===== config.mk =====
export PLATFORM = sky130hd
export DESIGN_NAME = bsearch_controller_flat
export DESIGN_NICKNAME = d
export VERILOG_FILES = /design/src/rtl/bsearch_controller_if.sv /design/src/rtl/bsearch_controller.sv /design/src/flat_wrapper.sv
export SDC_FILE = /design/constraint.sdc
export NUM_CORES = 1
export LEC_CHECK = 0
export BUFFER_PORTS_ARGS = -buffer_cell sky130_fd_sc_hd__clkbuf_2
export CORE_UTILIZATION = 45
export CTS_CLUSTER_DIAMETER = 50
export DETAILED_ROUTE_END_ITERATION = 8
export PLACE_DENSITY = 0.66
export SETUP_SLACK_MARGIN = 0.02
export SLEW_MARGIN = 40
export SYNTH_ARGS = -nofsm -noshare
export SYNTH_HDL_FRONTEND = slang
export SYNTH_SLANG_ARGS = --single-unit

===== constraint.sdc =====
create_clock -name CLOCK_50 -period 4.3 [get_ports CLOCK_50]
set_clock_uncertainty 0.05 [all_clocks]
set_input_delay 0 -clock CLOCK_50 [delete_from_list [all_inputs] [get_ports CLOCK_50]]
set_output_delay 0 -clock CLOCK_50 [all_outputs]
set_load 0.05 [all_outputs]

===== src/rtl/bsearch_controller_if.sv =====
// Bus bundle between the binary-search controller and the logic around it.
// Groups the start/done handshake, the search target and result, and the
// RAM read port (address out, data back) into one connection.
//   start     level request from the switch/key logic
//   target    value to search for
//   ram_q     RAM read data returned to the controller
//   ram_addr  RAM read address driven by the controller
//   busy      search in progress
//   done      search finished, result valid
//   found     target present (valid while done)
//   loc       index of the match (valid while done && found)
// Modports: slave = the controller, master = the surrounding system
// (request source plus RAM instance).
interface bsearch_controller_if #(
  parameter int ADDR_W = 5,
  parameter int DATA_W = 8
);
  logic              start;
  logic [DATA_W-1:0] target;
  logic [DATA_W-1:0] ram_q;
  logic [ADDR_W-1:0] ram_addr;
  logic              busy;
  logic              done;
  logic              found;
  logic [ADDR_W-1:0] loc;

  modport slave (
    input  start, target, ram_q,
    output ram_addr, busy, done, found, loc
  );

  modport master (
    output start, target, ram_q,
    input  ram_addr, busy, done, found, loc
  );
endinterface


===== src/rtl/bsearch_controller.sv =====
// Binary search sequencer for a sorted, ascending, synchronous-read RAM of
// 2^ADDR_W words. Each probe presents mid=(lo+hi)>>1 on the RAM address,
// waits RD_LAT cycles for the read data, compares it with the latched target
// and narrows the lo/hi window until a match or an empty window.
// Ports:
//   CLOCK_50  system clock, all state updates on its rising edge
//   reset     synchronous, active-high reset
//   bus       bsearch_controller_if slave modport (start/target/ram_q in,
//             ram_addr/busy/done/found/loc out)
// Parameters: ADDR_W address width, DATA_W word width, RD_LAT read latency
// (1..4 cycles from ram_addr change to valid ram_q).
module bsearch_controller #(
  parameter int ADDR_W = 5,
  parameter int DATA_W = 8,
  parameter int RD_LAT = 2
) (
  input  logic                 CLOCK_50,
  input  logic                 reset,
  bsearch_controller_if.slave  bus
);

  typedef enum logic [2:0] {
    IDLE,
    ADDR,
    WAIT,
    CMP,
    DONE
  } state_t;

  // WAIT counts down from RD_LAT-2 to 0, giving RD_LAT-1 WAIT cycles.
  localparam logic [1:0] WAIT_LOAD = (RD_LAT >= 2) ? 2'(RD_LAT - 2) : 2'd0;

  state_t            ps;
  logic [ADDR_W-1:0] lo;
  logic [ADDR_W-1:0] hi;
  logic [ADDR_W-1:0] loc_r;
  logic              found_r;
  logic [DATA_W-1:0] target_r;
  logic [1:0]        wait_cnt;
  logic [ADDR_W-1:0] mid;
  logic [ADDR_W-1:0] addr_mux;

  // Sum is widened by one bit so lo+hi near the top of the space cannot wrap.
  assign mid = ADDR_W'(({1'b0, lo} + {1'b0, hi}) >> 1);

  always_ff @(posedge CLOCK_50) begin
    if (reset) begin
      ps       <= IDLE;
      lo       <= '0;
      hi       <= '1;
      found_r  <= 1'b0;
      loc_r    <= '0;
      wait_cnt <= '0;
      target_r <= '0;
    end else begin
      case (ps)
        IDLE: begin
          if (bus.start) begin
            target_r <= bus.target;
            lo       <= '0;
            hi       <= '1;
            found_r  <= 1'b0;
            loc_r    <= '0;
            ps       <= ADDR;
          end
        end
        ADDR: begin
          if (RD_LAT == 1) begin
            ps <= CMP;
          end else begin
            wait_cnt <= WAIT_LOAD;
            ps       <= WAIT;
          end
        end
        WAIT: begin
          if (wait_cnt == 2'd0) begin
            ps <= CMP;
          end else begin
            wait_cnt <= wait_cnt - 2'd1;
          end
        end
        CMP: begin
          // The mid==hi / mid==lo tests end the search on an empty window
          // instead of letting lo/hi step past each other and wrap.
          if (bus.ram_q == target_r) begin
            found_r <= 1'b1;
            loc_r   <= mid;
            ps      <= DONE;
          end else if (bus.ram_q < target_r) begin
            if (mid == hi) begin
              found_r <= 1'b0;
              ps      <= DONE;
            end else begin
              lo <= mid + ADDR_W'(1);
              ps <= ADDR;
            end
          end else begin
            if (mid == lo) begin
              found_r <= 1'b0;
              ps      <= DONE;
            end else begin
              hi <= mid - ADDR_W'(1);
              ps <= ADDR;
            end
          end
        end
        DONE: begin
          // A new search needs start to drop first, so a held key does
          // not retrigger.
          if (!bus.start) begin
            ps <= IDLE;
          end
        end
        default: ps <= IDLE;
      endcase
    end
  end

  always_comb begin
    addr_mux = '0;
    case (ps)
      ADDR, WAIT, CMP: addr_mux = mid;
      DONE:            addr_mux = loc_r;
      default:         addr_mux = '0;
    endcase
  end

  assign bus.ram_addr = addr_mux;
  assign bus.busy     = (ps == ADDR) || (ps == WAIT) || (ps == CMP);
  assign bus.done     = (ps == DONE);
  assign bus.found    = found_r;
  assign bus.loc      = loc_r;

endmodule


===== src/flat_wrapper.sv =====
// flat-port wrapper written by rule: the top's interface ports become plain ports
module bsearch_controller_flat 
#(
  parameter int ADDR_W = 5,
  parameter int DATA_W = 8,
  parameter int RD_LAT = 2
)
  (CLOCK_50, reset, bus_start, bus_target, bus_ram_q, bus_ram_addr, bus_busy, bus_done, bus_found, bus_loc);
  bsearch_controller_if #(.ADDR_W(ADDR_W), .DATA_W(DATA_W)) bus_i ();
  input  logic CLOCK_50;
  input  logic reset;
  input wire logic [$bits(bus_i.start)-1:0] bus_start;
  input wire logic [$bits(bus_i.target)-1:0] bus_target;
  input wire logic [$bits(bus_i.ram_q)-1:0] bus_ram_q;
  output wire logic [$bits(bus_i.ram_addr)-1:0] bus_ram_addr;
  output wire logic [$bits(bus_i.busy)-1:0] bus_busy;
  output wire logic [$bits(bus_i.done)-1:0] bus_done;
  output wire logic [$bits(bus_i.found)-1:0] bus_found;
  output wire logic [$bits(bus_i.loc)-1:0] bus_loc;
  assign bus_i.start = bus_start;
  assign bus_i.target = bus_target;
  assign bus_i.ram_q = bus_ram_q;
  assign bus_ram_addr = bus_i.ram_addr;
  assign bus_busy = bus_i.busy;
  assign bus_done = bus_i.done;
  assign bus_found = bus_i.found;
  assign bus_loc = bus_i.loc;
  bsearch_controller #(.ADDR_W(ADDR_W), .DATA_W(DATA_W), .RD_LAT(RD_LAT)) u_core (.CLOCK_50(CLOCK_50), .reset(reset), .bus(bus_i));
endmodule

### Word level (Yosys, flattened, before mapping)

Index checks and enable logic that the tools add are counted.
Widths: inputs -> output; s select.

* div/mod/pow operators: 0
* equality and inequality tests: 19
* magnitude comparators: 1
* bitwise logic cells: 0
* add/sub/neg operators: 4
* $mul: 0
* reduce and logical (&&, ||, !) cells: 14
* muxes and demuxes: 29
* shift-type cells: 0

Operator list (count)
* $mux 5: 9
* $pmux 5 s2: 4
* $mux 3: 7
* $pmux 3 s5: 1
* $ne 2x2->1 const B: 7
* $eq 5x5->1: 2
* $reduce_and 5->1: 2
* $eq 8x8->1: 1
* $lt 8x8->1: 1
* $add 5x5->6: 1
* $eq 3x2->1 const B: 2
* $ne 2x1->1 const B: 3
* $reduce_and 3->1: 2
* $add 5x1->5 const B: 1
* $mux 1: 5
* $sub 5x1->5 const B: 1
* $ne 4x1->1 const B: 1
* $ne 4x3->1 const B: 1
* $pmux 2 s2: 1
* $reduce_and 2->1: 2
* $reduce_and 4->1: 1
* $reduce_bool 2->1: 2
* $eq 3x1->1 const B: 1
* $eq 3x3->1 const B: 1
* other kinds (7): 8

* RAM bits: 0
* latch bits: 0
* memories: 0
* output and inout port bits: 13
* bits in registers: 29
* ROM bits: 0
* logic and storage cells: 74
* input bits: 19

### Depth between registers and ports, before layout

* word-level depth: 6
* gate-level depth with buffers: 10
* depth with buffers taken out: 8

### Least setup slack after synthesis

OpenSTA, ideal clock, no wires.

* path kind: register to register
* from: register u_core.hi[0]
* to: register u_core.hi[3]
* arrival time: 2634 ps
* clock period less this slack: 2808 ps
* path slack: 1492 ps
* data required time: 4126 ps
* stages on the path, launching flop included: 10
* path buffers: 1
* setup time: 124 ps
* path through: dfxtp_1 and2_1 fa_1 a21o_1 a21oi_1 xor3_4 and4_1 or3_1 buf_6 mux2i_1

* longest elaborated chain between the ends: 6
* elaborated cells on any way between the ends: 9
* classes of those cells: 2 x add/sub; 2 x eq/ne; 4 x mux; 1 x reduce/logical

RTL lines
* start: declaration: RTL line bsearch_controller.sv:35 `logic [ADDR_W-1:0] hi;`
* start signal: assignment: RTL line bsearch_controller.sv:102 `hi <= mid - ADDR_W'(1);`
* $add 5x5->6 *: RTL line bsearch_controller.sv:44 `assign mid = ADDR_W'(({1'b0, lo} + {1'b0, hi}) >> 1);`
* $sub 5x1->5: RTL line bsearch_controller.sv:102
* $mux 5: RTL line bsearch_controller.sv:98 `if (mid == lo) begin`
* $mux 5: RTL line bsearch_controller.sv:89 `end else if (bus.ram_q < target_r) begin`
* $mux 5: RTL line bsearch_controller.sv:85 `if (bus.ram_q == target_r) begin`
* $pmux 5 s2: RTL line bsearch_controller.sv:56 `case (ps)`

Mark *: on every way between the ends. The rest lies on a longest branch, timed or not. The select of a mux whose other input is x is not followed.
A chain may end at the register's enable or synchronous reset.

### Worst setup path in the final report

* from: register u_core.hi[0]
* to: register u_core.hi[0]

The elaborated chain is that of the path after synthesis.

==> results.txt <==
- The run finished with clean final reports.
* WL per Instance: 14.50 um
- The top cell types in the final layout, fill and taps aside, are sky130_fd_sc_hd__clkbuf_2 (31), sky130_fd_sc_hd__dfxtp_1 (29), sky130_fd_sc_hd__a21oi_1 (23).
- After synthesis, the share of flip-flops with an asynchronous set or reset is 0%.
* Number of clock buffers inserted by TritonCTS: 5
- Counting every sink on the clock net gives 29.
- Cell chosen for the clock root: sky130_fd_sc_hd__clkbuf_8
- After clock tree synthesis, the clock-pin slew on the worst setup and hold paths is 60 ps.
* Critical path endpoint category: register
* Worst endpoint required time: 4410 ps
- Number of global-route vias before repair: 1719
- Pre-antenna DRT Iters: 5
- Remaining routing DRC violations: 0
- Number of H-tree levels: 2
* Most common cell after layout, fill and taps aside: sky130_fd_sc_hd__clkbuf_2
- Once placement completed, the tool counted placed cells totaling 313.
* Post-route fraction of the period consumed by the critical path: 70.13%
- For met3 alone, demand over resource in global routing was 4.506%.
- Excluding fillers, the count of instances in the completed layout stands at 329.
- Final Hold Fails: 0
- Cell leakage power: 1.077 nW
- When the netlist entered floorplanning its net count stood at 278.
- Cells with a size suffix above 1 make up 18.41% of the layout.
- Once detailed placement completed, the half-perimeter wirelength came to 3414 um.
* Antenna violations before repair: 0
* Cells taking the most area after synthesis: sky130_fd_sc_hd__dfxtp_1 (29%), sky130_fd_sc_hd__ha_1 (9.2%), sky130_fd_sc_hd__a21oi_1 (5.7%)
- After routing, the total negative slack on setup checks comes to 0 ps.
* Arrival time of data at the critical path endpoint: 3120 ps
- After synthesis, the netlist uses 54 different library cells.
* PwrDens: 311.6 mW/mm2
- Initial Util: 46.75%
- Min-Delay Path Class: in -> reg
* Max-slew violation count: 0
* Highest net fanout along the worst path: 5
- The final layout contains 311 nets.
* Final std cell area, no fill: 0.002400 mm2
- In this run, synthesis inferred 0 flip-flops with an integrated enable.
- The Yosys step of the flow raised 0 warnings.
- The critical path is of the reg -> reg type.
- Wire length after detailed routing: 4771 um
- From synthesis to final layout, the design area changed by 17.89%.
- Synthesized instance count: 243
- The count of nets left with antenna violations once routing finished came out at 0.
* MaxCap Viol Count: 0
* Commonest register cell after synthesis: sky130_fd_sc_hd__dfxtp_1
* Total I/O pin count: 32
- Number of antenna diodes: 0
* Number of gates given a new drive strength after cts: 0
- Via/cell ratio: 5.666
- Sequential area share after synthesis: 28.52%
- Total routing usage reported by global routing: 20.83%
- The total area inside the core boundary comes to 0.004354 mm2.
- Std-Cell Rows: 24
* Highest attainable clock frequency: 331.6 MHz
- Transition time at the pin with the least slew margin: 737.9 ps
- RD Place Congestion: 0.8803
- Final hold analysis gives a worst-case slack of 27.13 ps.
- The average instance in the mapped netlist occupies 8.377 um2.
- The total overflow left after global routing is 0.
* CTS tree: built
- The later pin in the worst-skew pair is clocked with a latency of 280 ps.
- In the global route stage, met2 resource usage came out at 33.76%.
* Number of vias in the routed layout: 1864
- Overall die area: 0.004797 mm2
* Global routing usage on met1: 27.76%
* Horizontal die dimension: 69.26 um
- Final worst path period need: 3015 ps
- Number of synthesized register bits: 29
- CP Launch Type: register
* Clock Tree Buf Depth: 2
- Number of inserted filler cells in the final layout: 410
- Setup violations remaining at the end of the flow were counted as 0.
* Max VDD drop: 0.2512 mV
- In this run the vertical extent of the chip is 69.26 um.
- Summing every instance area after synthesis gives 0.002036 mm2.
- For this block, the initial DRC count from the detailed router was 102.
- Setup repair after global routing left no endpoint under its margin.
- Number of buffer cells added on primary ports: 31
- The synthesized design spends more area on one cell type than any other, namely sky130_fd_sc_hd__dfxtp_1.
- Relative max-transition margin: 50.66%
- Layer with the highest usage after global routing: met2
* Largest net degree at the start of global routing: 31
- In this run the biggest area consumer among cell types represents 28.52% of the synthesized area.
- Placed standard-cell area: 0.002200 mm2
- Wire length of the first global-routing pass: 7990 um
- The completed layout was analyzed and its total power is 0.7479 mW.
[sequential cells by signal, indices dropped and copies added (netlist names)]
name	flops
u_core.hi	5
u_core.wait_cnt	2
u_core.bus.loc	5
u_core.lo	5
u_core.bus.found	1
u_core.ps	3
u_core.target_r	8
[final cells by class]
cell class | instances | area, um2 | area share, %
Clock buffer | 6 | 82.58 | 3.441
Clock inverter | 2 | 37.54 | 1.564
Timing Repair Buffer | 40 | 242.7 | 10.11
Inverter | 15 | 56.30 | 2.346
Multi-Input combinational cell | 185 | 1335 | 55.63
Tap cell | 52 | 65.06 | 2.711
Sequential cell | 29 | 580.6 | 24.19
[kinds of logic after synthesis]
| family | count (synthesis) | share of synthesized area [%] |
|---|---|---|
| multiplexers | 9 | 4.487 |
| buffers and inverters | 29 | 6.207 |
| AND/OR/NAND/NOR | 82 | 20.59 |
| AO/OA/AOI/OAI | 64 | 21.27 |
| adder cells (fa/ha/maj) | 16 | 10.20 |
| XOR/XNOR | 14 | 8.728 |
| flip-flops | 29 | 28.52 |
[worst max-delay path, stage by stage, from the launching register on]
cell	delay (ps)
sky130_fd_sc_hd__dfxtp_1	340
sky130_fd_sc_hd__and2_1	180
sky130_fd_sc_hd__fa_1	450
sky130_fd_sc_hd__a21o_1	210
sky130_fd_sc_hd__a21oi_1	390
sky130_fd_sc_hd__xor3_4	400
sky130_fd_sc_hd__and4_1	220
sky130_fd_sc_hd__or3_1	500
sky130_fd_sc_hd__mux2i_1	160
[metal layers]
layer | routed length [um] | share of wire [%]
met1 | 2326 | 49
met2 | 2173 | 46
met3 | 226 | 4.7
met4 | 45 | 0.94
met5 | 0 | 0
[where the power goes]
group | internal, mW | switching, mW | leakage, nW | total, mW
combinational | 0.0559 | 0.104 | 0.784 | 0.160
sequential | 0.278 | 0.0110 | 0.235 | 0.289
clock | 0.188 | 0.110 | 0.0574 | 0.298
[Yosys cell counts, drive strengths merged, types with 4 or more instances]
| library cell | number |
|---|---|
| nor2b | 6 |
| a21oi | 23 |
| nor2 | 12 |
| o211ai | 4 |
| buf | 5 |
| nand3 | 7 |
| xnor2 | 8 |
| ha | 15 |
| dfxtp | 29 |
| nor3 | 12 |
| inv | 15 |
| a22o | 5 |
| nand4 | 6 |
| mux2i | 8 |
| o21ai | 8 |
| nand2 | 22 |
| clkbuf | 9 |
[path summary, 6_finish.rpt]
| check | start | endpoint | slack, ps | depth (start not counted) |
|---|---|---|---|---|
| max | u_core.hi[0] | u_core.hi[0] | 1280 | 8 |
| max reg2reg | u_core.hi[0] | u_core.hi[0] | 1280 | 8 |
| min | bus_start | u_core.ps[2] | 30 | 3 |
| min reg2reg | u_core.target_r[5] | u_core.target_r[5] | 400 | 2 |
[what timing repair did]
action	CTS	global route
buffers inserted	0	0
hold endpoints to repair	8	0
hold buffers	8	0
[per-stage QoR]
stage	worst slack, ps	utilization, %
6_report	1285	55.11
5_1_grt	1125	55.11
4_1_cts	1299	55.11
3_5_place_dp	1307	50.52
3_3_place_gp	1385	50.52
2_1_floorplan	1492	-
(Power assumes the default switching activity.)
